`config.mk`:
```
export PLATFORM = sky130hd
export DESIGN_NAME = ctrl_fsm_flat
export DESIGN_NICKNAME = d
export VERILOG_FILES = /design/src/rtl/ctrl_fsm_if.sv /design/src/rtl/ctrl_fsm.sv /design/src/flat_wrapper.sv
export SDC_FILE = /design/constraint.sdc
export NUM_CORES = 1
export LEC_CHECK = 0
export CELL_PAD_IN_SITES_DETAIL_PLACEMENT = 2
export CELL_PAD_IN_SITES_GLOBAL_PLACEMENT = 2
export CORE_MARGIN = 2
export CORE_UTILIZATION = 28
export DETAILED_ROUTE_END_ITERATION = 10
export PLACE_DENSITY = 0.74
export SYNTH_ARGS = -nofsm -noshare
export SYNTH_HDL_FRONTEND = slang
export SYNTH_SLANG_ARGS = --single-unit
```
`constraint.sdc`:
```
create_clock -name clkin -period 1.7 [get_ports clkin]
set_clock_uncertainty 0.1 [all_clocks]
set_input_delay 0.17 -clock clkin [delete_from_list [all_inputs] [get_ports clkin]]
set_output_delay 0.17 -clock clkin [all_outputs]
set_load 0.02 [all_outputs]
```
`src/rtl/ctrl_fsm_if.sv`:
```
// Control bundle between the sequencer and the datapath: opcode/flags/ready in, strobes out.
interface ctrl_fsm_if;
  logic [3:0] opcode;
  logic [1:0] flag_fl;
  logic       mem_ready;
  logic       Pc_Rst;
  logic       Pc_Inc;
  logic       Pc_Ld;
  logic       pc_src;
  logic       Lir;
  logic       rd;
  logic       wr;
  logic       Spc;
  logic       Ssp;
  logic       Sp_Rst;
  logic       Sp_inc;
  logic       Sp_dec;
  logic [2:0] alu_op;
  logic       Efl;
  logic       reg_we;
  logic       reg_src;
  logic       halted;
  logic       bus_err;

  modport master (
    input  opcode, flag_fl, mem_ready,
    output Pc_Rst, Pc_Inc, Pc_Ld, pc_src, Lir, rd, wr, Spc, Ssp,
           Sp_Rst, Sp_inc, Sp_dec, alu_op, Efl, reg_we, reg_src, halted, bus_err
  );

  modport slave (
    output opcode, flag_fl, mem_ready,
    input  Pc_Rst, Pc_Inc, Pc_Ld, pc_src, Lir, rd, wr, Spc, Ssp,
           Sp_Rst, Sp_inc, Sp_dec, alu_op, Efl, reg_we, reg_src, halted, bus_err
  );
endinterface

```
`src/rtl/ctrl_fsm.sv`:
```
// Hardwired fetch/decode/execute/memory sequencer: 3 cycles per instruction, 4 with a memory stage.
// Stalls in FETCH/MEM until mem_ready; after TIMEOUT wait cycles it flags bus_err and halts.
module ctrl_fsm #(
  parameter int unsigned TIMEOUT = 15
) (
  input logic        clkin,
  input logic        Rst,
  ctrl_fsm_if.master bus
);

  localparam logic [2:0] S_RST    = 3'd0;
  localparam logic [2:0] S_FETCH  = 3'd1;
  localparam logic [2:0] S_DECODE = 3'd2;
  localparam logic [2:0] S_EXEC   = 3'd3;
  localparam logic [2:0] S_MEM    = 3'd4;
  localparam logic [2:0] S_HALT   = 3'd5;

  localparam logic [3:0] OP_NOP  = 4'h0;
  localparam logic [3:0] OP_ADD  = 4'h1;
  localparam logic [3:0] OP_SUB  = 4'h2;
  localparam logic [3:0] OP_AND  = 4'h3;
  localparam logic [3:0] OP_OR   = 4'h4;
  localparam logic [3:0] OP_XOR  = 4'h5;
  localparam logic [3:0] OP_NOT  = 4'h6;
  localparam logic [3:0] OP_LD   = 4'h7;
  localparam logic [3:0] OP_ST   = 4'h8;
  localparam logic [3:0] OP_JMP  = 4'h9;
  localparam logic [3:0] OP_JZ   = 4'hA;
  localparam logic [3:0] OP_JC   = 4'hB;
  localparam logic [3:0] OP_CALL = 4'hC;
  localparam logic [3:0] OP_RET  = 4'hD;
  localparam logic [3:0] OP_CMP  = 4'hE;
  localparam logic [3:0] OP_HLT  = 4'hF;

  // Timeout fires on the TIMEOUT-th consecutive wait cycle unless ready arrives in it.
  localparam logic [7:0] LP_CNT_LAST = 8'(TIMEOUT - 1);

  logic [2:0] r_state;
  logic [2:0] w_state_nxt;
  logic [3:0] r_op;
  logic [7:0] r_cnt;
  logic       r_bus_err;
  logic       w_wait;
  logic       w_timeout;

  assign w_wait    = ((r_state == S_FETCH) || (r_state == S_MEM)) && !bus.mem_ready;
  assign w_timeout = w_wait && (r_cnt == LP_CNT_LAST);

  always_comb begin
    w_state_nxt = r_state;
    case (r_state)
      S_RST:    w_state_nxt = S_FETCH;
      S_FETCH:  if (bus.mem_ready) w_state_nxt = S_DECODE;
                else if (w_timeout) w_state_nxt = S_HALT;
      S_DECODE: w_state_nxt = S_EXEC;
      S_EXEC: begin
        case (r_op)
          OP_LD, OP_ST, OP_CALL, OP_RET: w_state_nxt = S_MEM;
          OP_HLT:                        w_state_nxt = S_HALT;
          default:                       w_state_nxt = S_FETCH;
        endcase
      end
      S_MEM:    if (bus.mem_ready) w_state_nxt = S_FETCH;
                else if (w_timeout) w_state_nxt = S_HALT;
      S_HALT:   w_state_nxt = S_HALT;
      default:  w_state_nxt = S_RST;
    endcase
  end

  always_ff @(posedge clkin or posedge Rst) begin
    if (Rst) begin
      r_state   <= S_RST;
      r_op      <= '0;
      r_cnt     <= '0;
      r_bus_err <= 1'b0;
    end else begin
      r_state <= w_state_nxt;
      if (r_state == S_DECODE) r_op <= bus.opcode;
      if (w_state_nxt != r_state) r_cnt <= '0;
      else if (w_wait)            r_cnt <= r_cnt + 8'd1;
      if (w_timeout) r_bus_err <= 1'b1;
    end
  end

  assign bus.halted  = (r_state == S_HALT);
  assign bus.bus_err = r_bus_err;

  always_comb begin
    bus.Pc_Rst  = 1'b0;
    bus.Pc_Inc  = 1'b0;
    bus.Pc_Ld   = 1'b0;
    bus.pc_src  = 1'b0;
    bus.Lir     = 1'b0;
    bus.rd      = 1'b0;
    bus.wr      = 1'b0;
    bus.Spc     = 1'b0;
    bus.Ssp     = 1'b0;
    bus.Sp_Rst  = 1'b0;
    bus.Sp_inc  = 1'b0;
    bus.Sp_dec  = 1'b0;
    bus.alu_op  = 3'd0;
    bus.Efl     = 1'b0;
    bus.reg_we  = 1'b0;
    bus.reg_src = 1'b0;
    case (r_state)
      S_RST: begin
        bus.Pc_Rst = 1'b1;
        bus.Sp_Rst = 1'b1;
      end
      S_FETCH: begin
        bus.rd     = 1'b1;
        bus.Spc    = 1'b1;
        bus.Lir    = bus.mem_ready;
        bus.Pc_Inc = bus.mem_ready;
      end
      S_EXEC: begin
        case (r_op)
          OP_ADD, OP_SUB, OP_AND, OP_OR, OP_XOR, OP_NOT: begin
            bus.alu_op = r_op[2:0];
            bus.Efl    = 1'b1;
            bus.reg_we = 1'b1;
          end
          OP_CMP: begin
            bus.alu_op = 3'd2;
            bus.Efl    = 1'b1;
          end
          OP_JMP:  bus.Pc_Ld  = 1'b1;
          OP_JZ:   bus.Pc_Ld  = bus.flag_fl[0];
          OP_JC:   bus.Pc_Ld  = bus.flag_fl[1];
          OP_RET:  bus.Sp_inc = 1'b1;
          default: ;
        endcase
      end
      S_MEM: begin
        // Data address is selected when both Spc and Ssp are low.
        case (r_op)
          OP_LD: begin
            bus.rd      = 1'b1;
            bus.reg_we  = bus.mem_ready;
            bus.reg_src = bus.mem_ready;
          end
          OP_ST:   bus.wr = 1'b1;
          OP_CALL: begin
            bus.wr     = 1'b1;
            bus.Ssp    = 1'b1;
            bus.Sp_dec = bus.mem_ready;
            bus.Pc_Ld  = bus.mem_ready;
          end
          OP_RET: begin
            bus.rd     = 1'b1;
            bus.Ssp    = 1'b1;
            bus.Pc_Ld  = bus.mem_ready;
            bus.pc_src = bus.mem_ready;
          end
          default: ;
        endcase
      end
      default: ;
    endcase
  end

endmodule

```
`src/flat_wrapper.sv`:
```
// flat-port wrapper written by rule: the top's interface ports become plain ports
module ctrl_fsm_flat 
#(
  parameter int unsigned TIMEOUT = 15
)
  (clkin, Rst, bus_opcode, bus_flag_fl, bus_mem_ready, bus_Pc_Rst, bus_Pc_Inc, bus_Pc_Ld, bus_pc_src, bus_Lir, bus_rd, bus_wr, bus_Spc, bus_Ssp, bus_Sp_Rst, bus_Sp_inc, bus_Sp_dec, bus_alu_op, bus_Efl, bus_reg_we, bus_reg_src, bus_halted, bus_bus_err);
  ctrl_fsm_if bus_i ();
  input logic clkin;
  input logic Rst;
  input wire logic [$bits(bus_i.opcode)-1:0] bus_opcode;
  input wire logic [$bits(bus_i.flag_fl)-1:0] bus_flag_fl;
  input wire logic [$bits(bus_i.mem_ready)-1:0] bus_mem_ready;
  output wire logic [$bits(bus_i.Pc_Rst)-1:0] bus_Pc_Rst;
  output wire logic [$bits(bus_i.Pc_Inc)-1:0] bus_Pc_Inc;
  output wire logic [$bits(bus_i.Pc_Ld)-1:0] bus_Pc_Ld;
  output wire logic [$bits(bus_i.pc_src)-1:0] bus_pc_src;
  output wire logic [$bits(bus_i.Lir)-1:0] bus_Lir;
  output wire logic [$bits(bus_i.rd)-1:0] bus_rd;
  output wire logic [$bits(bus_i.wr)-1:0] bus_wr;
  output wire logic [$bits(bus_i.Spc)-1:0] bus_Spc;
  output wire logic [$bits(bus_i.Ssp)-1:0] bus_Ssp;
  output wire logic [$bits(bus_i.Sp_Rst)-1:0] bus_Sp_Rst;
  output wire logic [$bits(bus_i.Sp_inc)-1:0] bus_Sp_inc;
  output wire logic [$bits(bus_i.Sp_dec)-1:0] bus_Sp_dec;
  output wire logic [$bits(bus_i.alu_op)-1:0] bus_alu_op;
  output wire logic [$bits(bus_i.Efl)-1:0] bus_Efl;
  output wire logic [$bits(bus_i.reg_we)-1:0] bus_reg_we;
  output wire logic [$bits(bus_i.reg_src)-1:0] bus_reg_src;
  output wire logic [$bits(bus_i.halted)-1:0] bus_halted;
  output wire logic [$bits(bus_i.bus_err)-1:0] bus_bus_err;
  assign bus_i.opcode = bus_opcode;
  assign bus_i.flag_fl = bus_flag_fl;
  assign bus_i.mem_ready = bus_mem_ready;
  assign bus_Pc_Rst = bus_i.Pc_Rst;
  assign bus_Pc_Inc = bus_i.Pc_Inc;
  assign bus_Pc_Ld = bus_i.Pc_Ld;
  assign bus_pc_src = bus_i.pc_src;
  assign bus_Lir = bus_i.Lir;
  assign bus_rd = bus_i.rd;
  assign bus_wr = bus_i.wr;
  assign bus_Spc = bus_i.Spc;
  assign bus_Ssp = bus_i.Ssp;
  assign bus_Sp_Rst = bus_i.Sp_Rst;
  assign bus_Sp_inc = bus_i.Sp_inc;
  assign bus_Sp_dec = bus_i.Sp_dec;
  assign bus_alu_op = bus_i.alu_op;
  assign bus_Efl = bus_i.Efl;
  assign bus_reg_we = bus_i.reg_we;
  assign bus_reg_src = bus_i.reg_src;
  assign bus_halted = bus_i.halted;
  assign bus_bus_err = bus_i.bus_err;
  ctrl_fsm #(.TIMEOUT(TIMEOUT)) u_core (.clkin(clkin), .Rst(Rst), .bus(bus_i));
endmodule
```
==> impl_metrics.toml, run 1 <==
[floorplanning]
num_rows = 22
initial_utilization_pct = 29.8
io_pins = 29
die_area_um2 = 4470
coreArea_um2 = 3720
die_h_um = 66.9
dieWidth_um = 66.9

[setup_path]
cp_num_cells = 6
path_common_cell = "buf_4"
max_stage_delay_ns = 0.47
end_kind = "primary output"
critPathKind = "reg -> out"
start_kind = "register"
worst-path-buf-inv = 2
cp_top_family = "simple AND/OR/NAND/NOR gates"
path_cells = "nor2_4, nand3_2, buf_4, nand3_1, and3_1, buf_4"
slowest_stage = "dfrtp_2"
cp.arrival_ns = 1.52
r2r.worst_path.cells = 7
worstPathRequired_ns = 1.43
cp_max_fo = 3

[synth]
syn-num-nets = 137
syn-cell-area_um2 = 1110
synth_seq_cells = 16
synth-edff-count = 0
avgSynthCellArea_um2 = 8.78
yosysSeqAreaShare_pct = 36.2
synthSimpleGateAreaFrac_pct = 33.1
synth_top_family_by_area = "simple AND/OR/NAND/NOR gates"
async_flop_share_pct = 100
synth_compound_area_share_pct = 12.7
yosys-mux-area-fraction_pct = 3.05
ys_warn_count = 0
synth_flop_cell = "dfrtp_1"
synthDistinctLibCells = 41
synthAdderAreaFrac_pct = 2.26
netlist_instances = 126
synth_xor_area_share_pct = 7.01

[placed_design]
gp_congestion = 0.837
dp_hpwl_um = 3110
place_inst = 229
place_ws_ns = -0.392
portBuffers = 28

[grt]
grt_pass1_wl_um = 7210
antenna_found_initial = 0
overflow = 0
grt_pass1_vias = 1379
grt_max_degree = 17
track_usage_pct = 21.9

[clock_tree]
cts-root-buf = "clkbuf_8"
clkTransAtPathRegs_ns = 0.07
ctsHtreeMaxLevel = 1
cts_tree = "yes"
clk_latency_ns = 0.26
cts_buffer_depth = 2
cts_buffers = 3
clock_sinks = 16

[power_and_ir_drop]
power.density_nw_per_um2 = 1710
ir_worst_vdd_mv = 0.659
leakage_nw = 0.896

[timing]
finalHoldViolCount = 0
tns_ns = -0.355
fin_crit_sh_pct = 105
maxSlewHeadroom_pct = 79.4
max_freq_mhz = 559
rsz0062_at_grt = "yes"
tightest_slew_ns = 0.307
worst_slack_ns = -0.0896
setup_violations = 10
timing.hold.ws_ns = 0.125
post-route-min-period_ns = 1.79
finalMaxSlewViolations = 0

[worst_hold_path]
hp-class = "in -> async"

[drt]
viasPerCell = 5.16
ant_nets = 0
drt_pass1_iterations = 4
postRouteWirelength_um = 5010
routedWlPerCell_um = 21.1
drt_iter0_drc = 40
drcViolationCount = 0
vias = 1223

[cells_and_area]
stdcell_count = 237
areaGrowthSynthToFinish_pct = 74.5
diodes = 0
multi_input_area_um2 = 833
ff_latch_area_um2 = 405
drive_above_1_share_pct = 56.6
fin_nets = 201
fillers = 379

[outcome]
outcome = "finished with violations"
violations = "setup timing"

[run]
cap_violations = 0
==> state kept, by name (all words and copies together), names as in the netlist <==
register and flops:
u_core.bus.bus_err 1, u_core.r_cnt 8, u_core.r_op 4, u_core.r_state 3
==> per-stage QoR <==
stage,area (µm²),util [%],power [W]
final,1930,52.0,0.00331
after global routing,1930,52.0,0.00351
after CTS,1770,47.6,0.00288
after detailed placement,1700,45.7,0.00247
after global placement,1700,45.7,0.00238
after floorplan,1130,-,0.00155
==> cells in the final DEF (no fill, tap or decap), drive strengths merged, types with 4 or more instances in the layout <==
cell / instances
dfrtp: 16
nand4: 5
nor2b: 4
a21oi: 7
nand2b: 4
and2: 4
xor2: 8
clkbuf: 4
o21ai: 4
and3: 4
nand2: 5
clkdlybuf4s50: 9
buf: 59
nand3: 6
nor2: 21
==> what timing repair did <==
item | in CTS | in global routing
gates resized for setup | 105 | 42
pin swaps | 4 | 5
buffers inserted | 3 | 1
hold buffers | 0 | 0
endpoints found under the hold margin | 0 | 0
setup endpoints to repair | 31 | 27
==> cells in the mapped netlist, types with 2 or more instances <==
library cell,count,area (µm²)
nor2_1,20,75.1
nand2b_1,4,25.0
a21o_1,2,15.0
nand2_1,5,18.8
a21oi_1,6,30.0
o21ai_0,4,20.0
and2_1,3,18.8
and3_1,4,25.0
nand4_1,5,31.3
nor2b_1,4,25.0
ha_1,2,25.0
mux2_2,3,33.8
dfrtp_1,16,400
inv_1,3,11.3
xor2_1,7,61.3
nand3_1,6,30.0
nor3_1,2,10.0
buf_4,3,22.5
buf_2,5,25.0
==> layer usage <==
metal | GRT usage (%) | vias to the layer above | wire [µm]
met5 | 0 | - | 0
met3 | 2.53 | 13 | 140
met2 | 43.0 | 32 | 2750
li1 | - | 562 | -
met1 | 23.9 | 616 | 1930
met4 | 6.89 | 0 | 180
==> cell type report <==
class,instances,area share [%]
sequential,16,21.0
clock buffer,4,2.85
inverter,3,0.583
multi-input combinational,98,43.2
tap,48,3.11
timing repair buffer,68,29.3
==> report_power, final <==
group          internal (W)  total [W]  switching (W)
Clock              0.000206   0.000360       0.000154
Combinational       0.00114    0.00231        0.00117
Sequential         0.000489   0.000638       0.000150
==> worst register-to-register path, stage by stage (launching register included) <==
cell	delay [ns]
dfrtp_2	0.47
buf_6	0.16
buf_6	0.14
xor2_2	0.16
buf_6	0.15
nand4_1	0.12
xor2_1	0.19
nor2_1	0.07
==> worst paths after layout <==
kind	start	end	slack, ns
min in group clkin	u_core.bus.bus_err	u_core.bus.bus_err	0.38
worst max register to register	u_core.r_state[0]	u_core.r_cnt[5]	0.02
max in group asynchronous	Rst	u_core.r_op[2]	1.17
worst min register to register	u_core.bus.bus_err	u_core.bus.bus_err	0.38
worst max-delay path	u_core.r_state[0]	bus_reg_we	-0.09
worst min-delay path	Rst	u_core.r_cnt[6]	0.13
==> cell families (layout without fill, tap and decap cells) <==
logic type                 count (synthesis)  count (layout)
DFF                                       16              16
and+or+nand+nor                           65              65
buffers and inverters                     12              75
adders and majority gates                  2               2
AOI/OAI and AO/OA                         20              20
xor gates and xnor gates                   8               8
muxes                                      3               3
Power figures use the tool's default switching activity.
==> run 2, diff against run 1 <==
--- a/config.mk
+++ b/config.mk
@@ -10,6 +10,8 @@
 export CORE_MARGIN = 2
 export CORE_UTILIZATION = 28
 export DETAILED_ROUTE_END_ITERATION = 10
+export GPL_TIMING_DRIVEN = 0
+export MAX_ROUTING_LAYER = met4
 export PLACE_DENSITY = 0.74
 export SYNTH_ARGS = -nofsm -noshare
 export SYNTH_HDL_FRONTEND = slang
==> impl_metrics.toml, run 2 (synthesis gave the netlist of run 1 again) <==
[cells_and_area]
final_area_um2 = 1830
layout_commonest_cell = "buf_4"
top_register = "u_core.r_cnt"
largest_register_ffs = 8
stdcell_count = 223
diodes = 0
fin_nets = 187
drive_above_1_share_pct = 48.0
reg_top3 = "u_core.r_cnt (8), u_core.r_op (4), u_core.r_state (3)"
final_cell_mix = "buf_4 (22), nor2_1 (15), buf_6 (14), dfrtp_1 (14), clkdlybuf4s50_1 (9)"
areaGrowthSynthToFinish_pct = 65.6

[grt]
grt_pass1_wl_um = 6200
track_usage_pct = 19.2
grt_max_degree = 17
grt_pass1_vias = 1217
overflow = 0
antenna_found_initial = 0

[clock_tree]
ctsHtreeMaxLevel = 1
clkTransAtPathRegs_ns = 0.07
cts-root-buf = "clkbuf_8"
clock_sinks = 16
cts_buffer_depth = 2
cts_tree = "yes"
cts_hold_buffers = 0
cts_buffers = 3
clk_latency_ns = 0.25

[worst_hold_path]
hp-class = "in -> async"

[placed_design]
gp_congestion = 0.806
place_inst = 202
portBuffers = 28
dp_hpwl_um = 2630
place_area_um2 = 1470

[timing]
post-route-min-period_ns = 1.88
fin_crit_sh_pct = 110
max_freq_mhz = 533
maxSlewHeadroom_pct = 58.7
setup_violations = 10
finalHoldViolCount = 0
finalMaxSlewViolations = 0
rsz0062_at_grt = "yes"
tightest_slew_ns = 0.619
worst_slack_ns = -0.176

[power_and_ir_drop]
leakage_nw = 0.814
power.density_nw_per_um2 = 1680
ir_worst_vdd_mv = 0.540

[floorplanning]
die_area_um2 = 4470
num_rows = 22
io_pins = 29
initial_utilization_pct = 29.8
dieWidth_um = 66.9
coreArea_um2 = 3720
die_h_um = 66.9

[setup_path]
worstPathRequired_ns = 1.43
slowest_stage = "dfrtp_2"
cp_top_family = "flip-flops"
critPathKind = "reg -> out"
cp.arrival_ns = 1.61
start_kind = "register"
end_kind = "primary output"
path_cells = "nand3b_4, buf_6, o41ai_4, buf_4"
cp_max_fo = 5
max_stage_delay_ns = 0.45
worst-path-buf-inv = 2

[drt]
postRouteWirelength_um = 4310
drt_pass1_iterations = 4
routedWlPerCell_um = 19.3
drcViolationCount = 0
drt_iter0_drc = 14
ant_nets = 0
viasPerCell = 5.07
vias = 1130

[outcome]
outcome = "finished with violations"
violations = "setup timing"

[run]
cap_violations = 0
## run 2: per-stage QoR
stage                     total power [W]  util, %  hold WS, ns  setup WS [ns]  TNS [ns]
after detailed placement          0.00205     39.5        0.355         -0.553     -5.99
after global routing              0.00326     49.3        0.279         -0.222     -1.50
final                             0.00309     49.3        0.190         -0.176    -0.795
after floorplan                   0.00155        -      -0.0163         0.0116         0
after CTS                         0.00277     45.8        0.225         -0.125    -0.520
after global placement            0.00199     39.5        0.344         -0.510     -5.34
## run 2: timing repair
| item | CTS | global route |
|---|---|---|
| buffers inserted | 11 | 6 |
| endpoints found under the setup margin | 26 | 24 |
| cloned | 0 | 0 |
| gates resized for setup | 116 | 27 |
| pin swaps | 8 | 5 |
## run 2: per-layer routing
metal | share of wire, % | track usage (%)
met1 | 41 | 20.3
met2 | 56 | 37.4
met3 | 2.6 | 2.03
met4 | 0.46 | 5.36
met5 | 0 | -
## run 2: report_power, final
group	leakage [nW]	switching [W]	internal [W]	total [W]
Sequential	0.207	0.000106	0.000483	0.000589
Clock	0.0288	0.000142	0.000206	0.000348
Combinational	0.579	0.00114	0.00100	0.00215
## run 2: worst reg2reg max path: cells and delay by family (launching register included)
kind                      cells  cell delay [ns]
AOI/OAI and AO/OA             1             0.20
buffers and inverters         1             0.16
and+or+nand+nor               2             0.31
DFF                           1             0.45
xor gates and xnor gates      1             0.34
## run 2: worst paths after layout
path	to	from	cells after the start	slack, ns
worst max-delay path	bus_Pc_Ld	u_core.r_state[2]	4	-0.18
min in group clkin	u_core.bus.bus_err	u_core.bus.bus_err	1	0.37
worst max register to register	u_core.r_cnt[1]	u_core.r_state[2]	5	0.06
worst min-delay path	u_core.r_op[3]	Rst	2	0.19
worst min register to register	u_core.bus.bus_err	u_core.bus.bus_err	1	0.37
max in group asynchronous	u_core.r_state[1]	Rst	2	0.87
## run 2: layout make-up
type,count,area [µm²]
clock buffers,4,55.1
fillers,402,1880
well taps,48,60.1
inverters,3,15.0
repair buffers,45,403
multi-input cells,98,806
plain buffers,9,90.1
flip-flops and latches,16,403
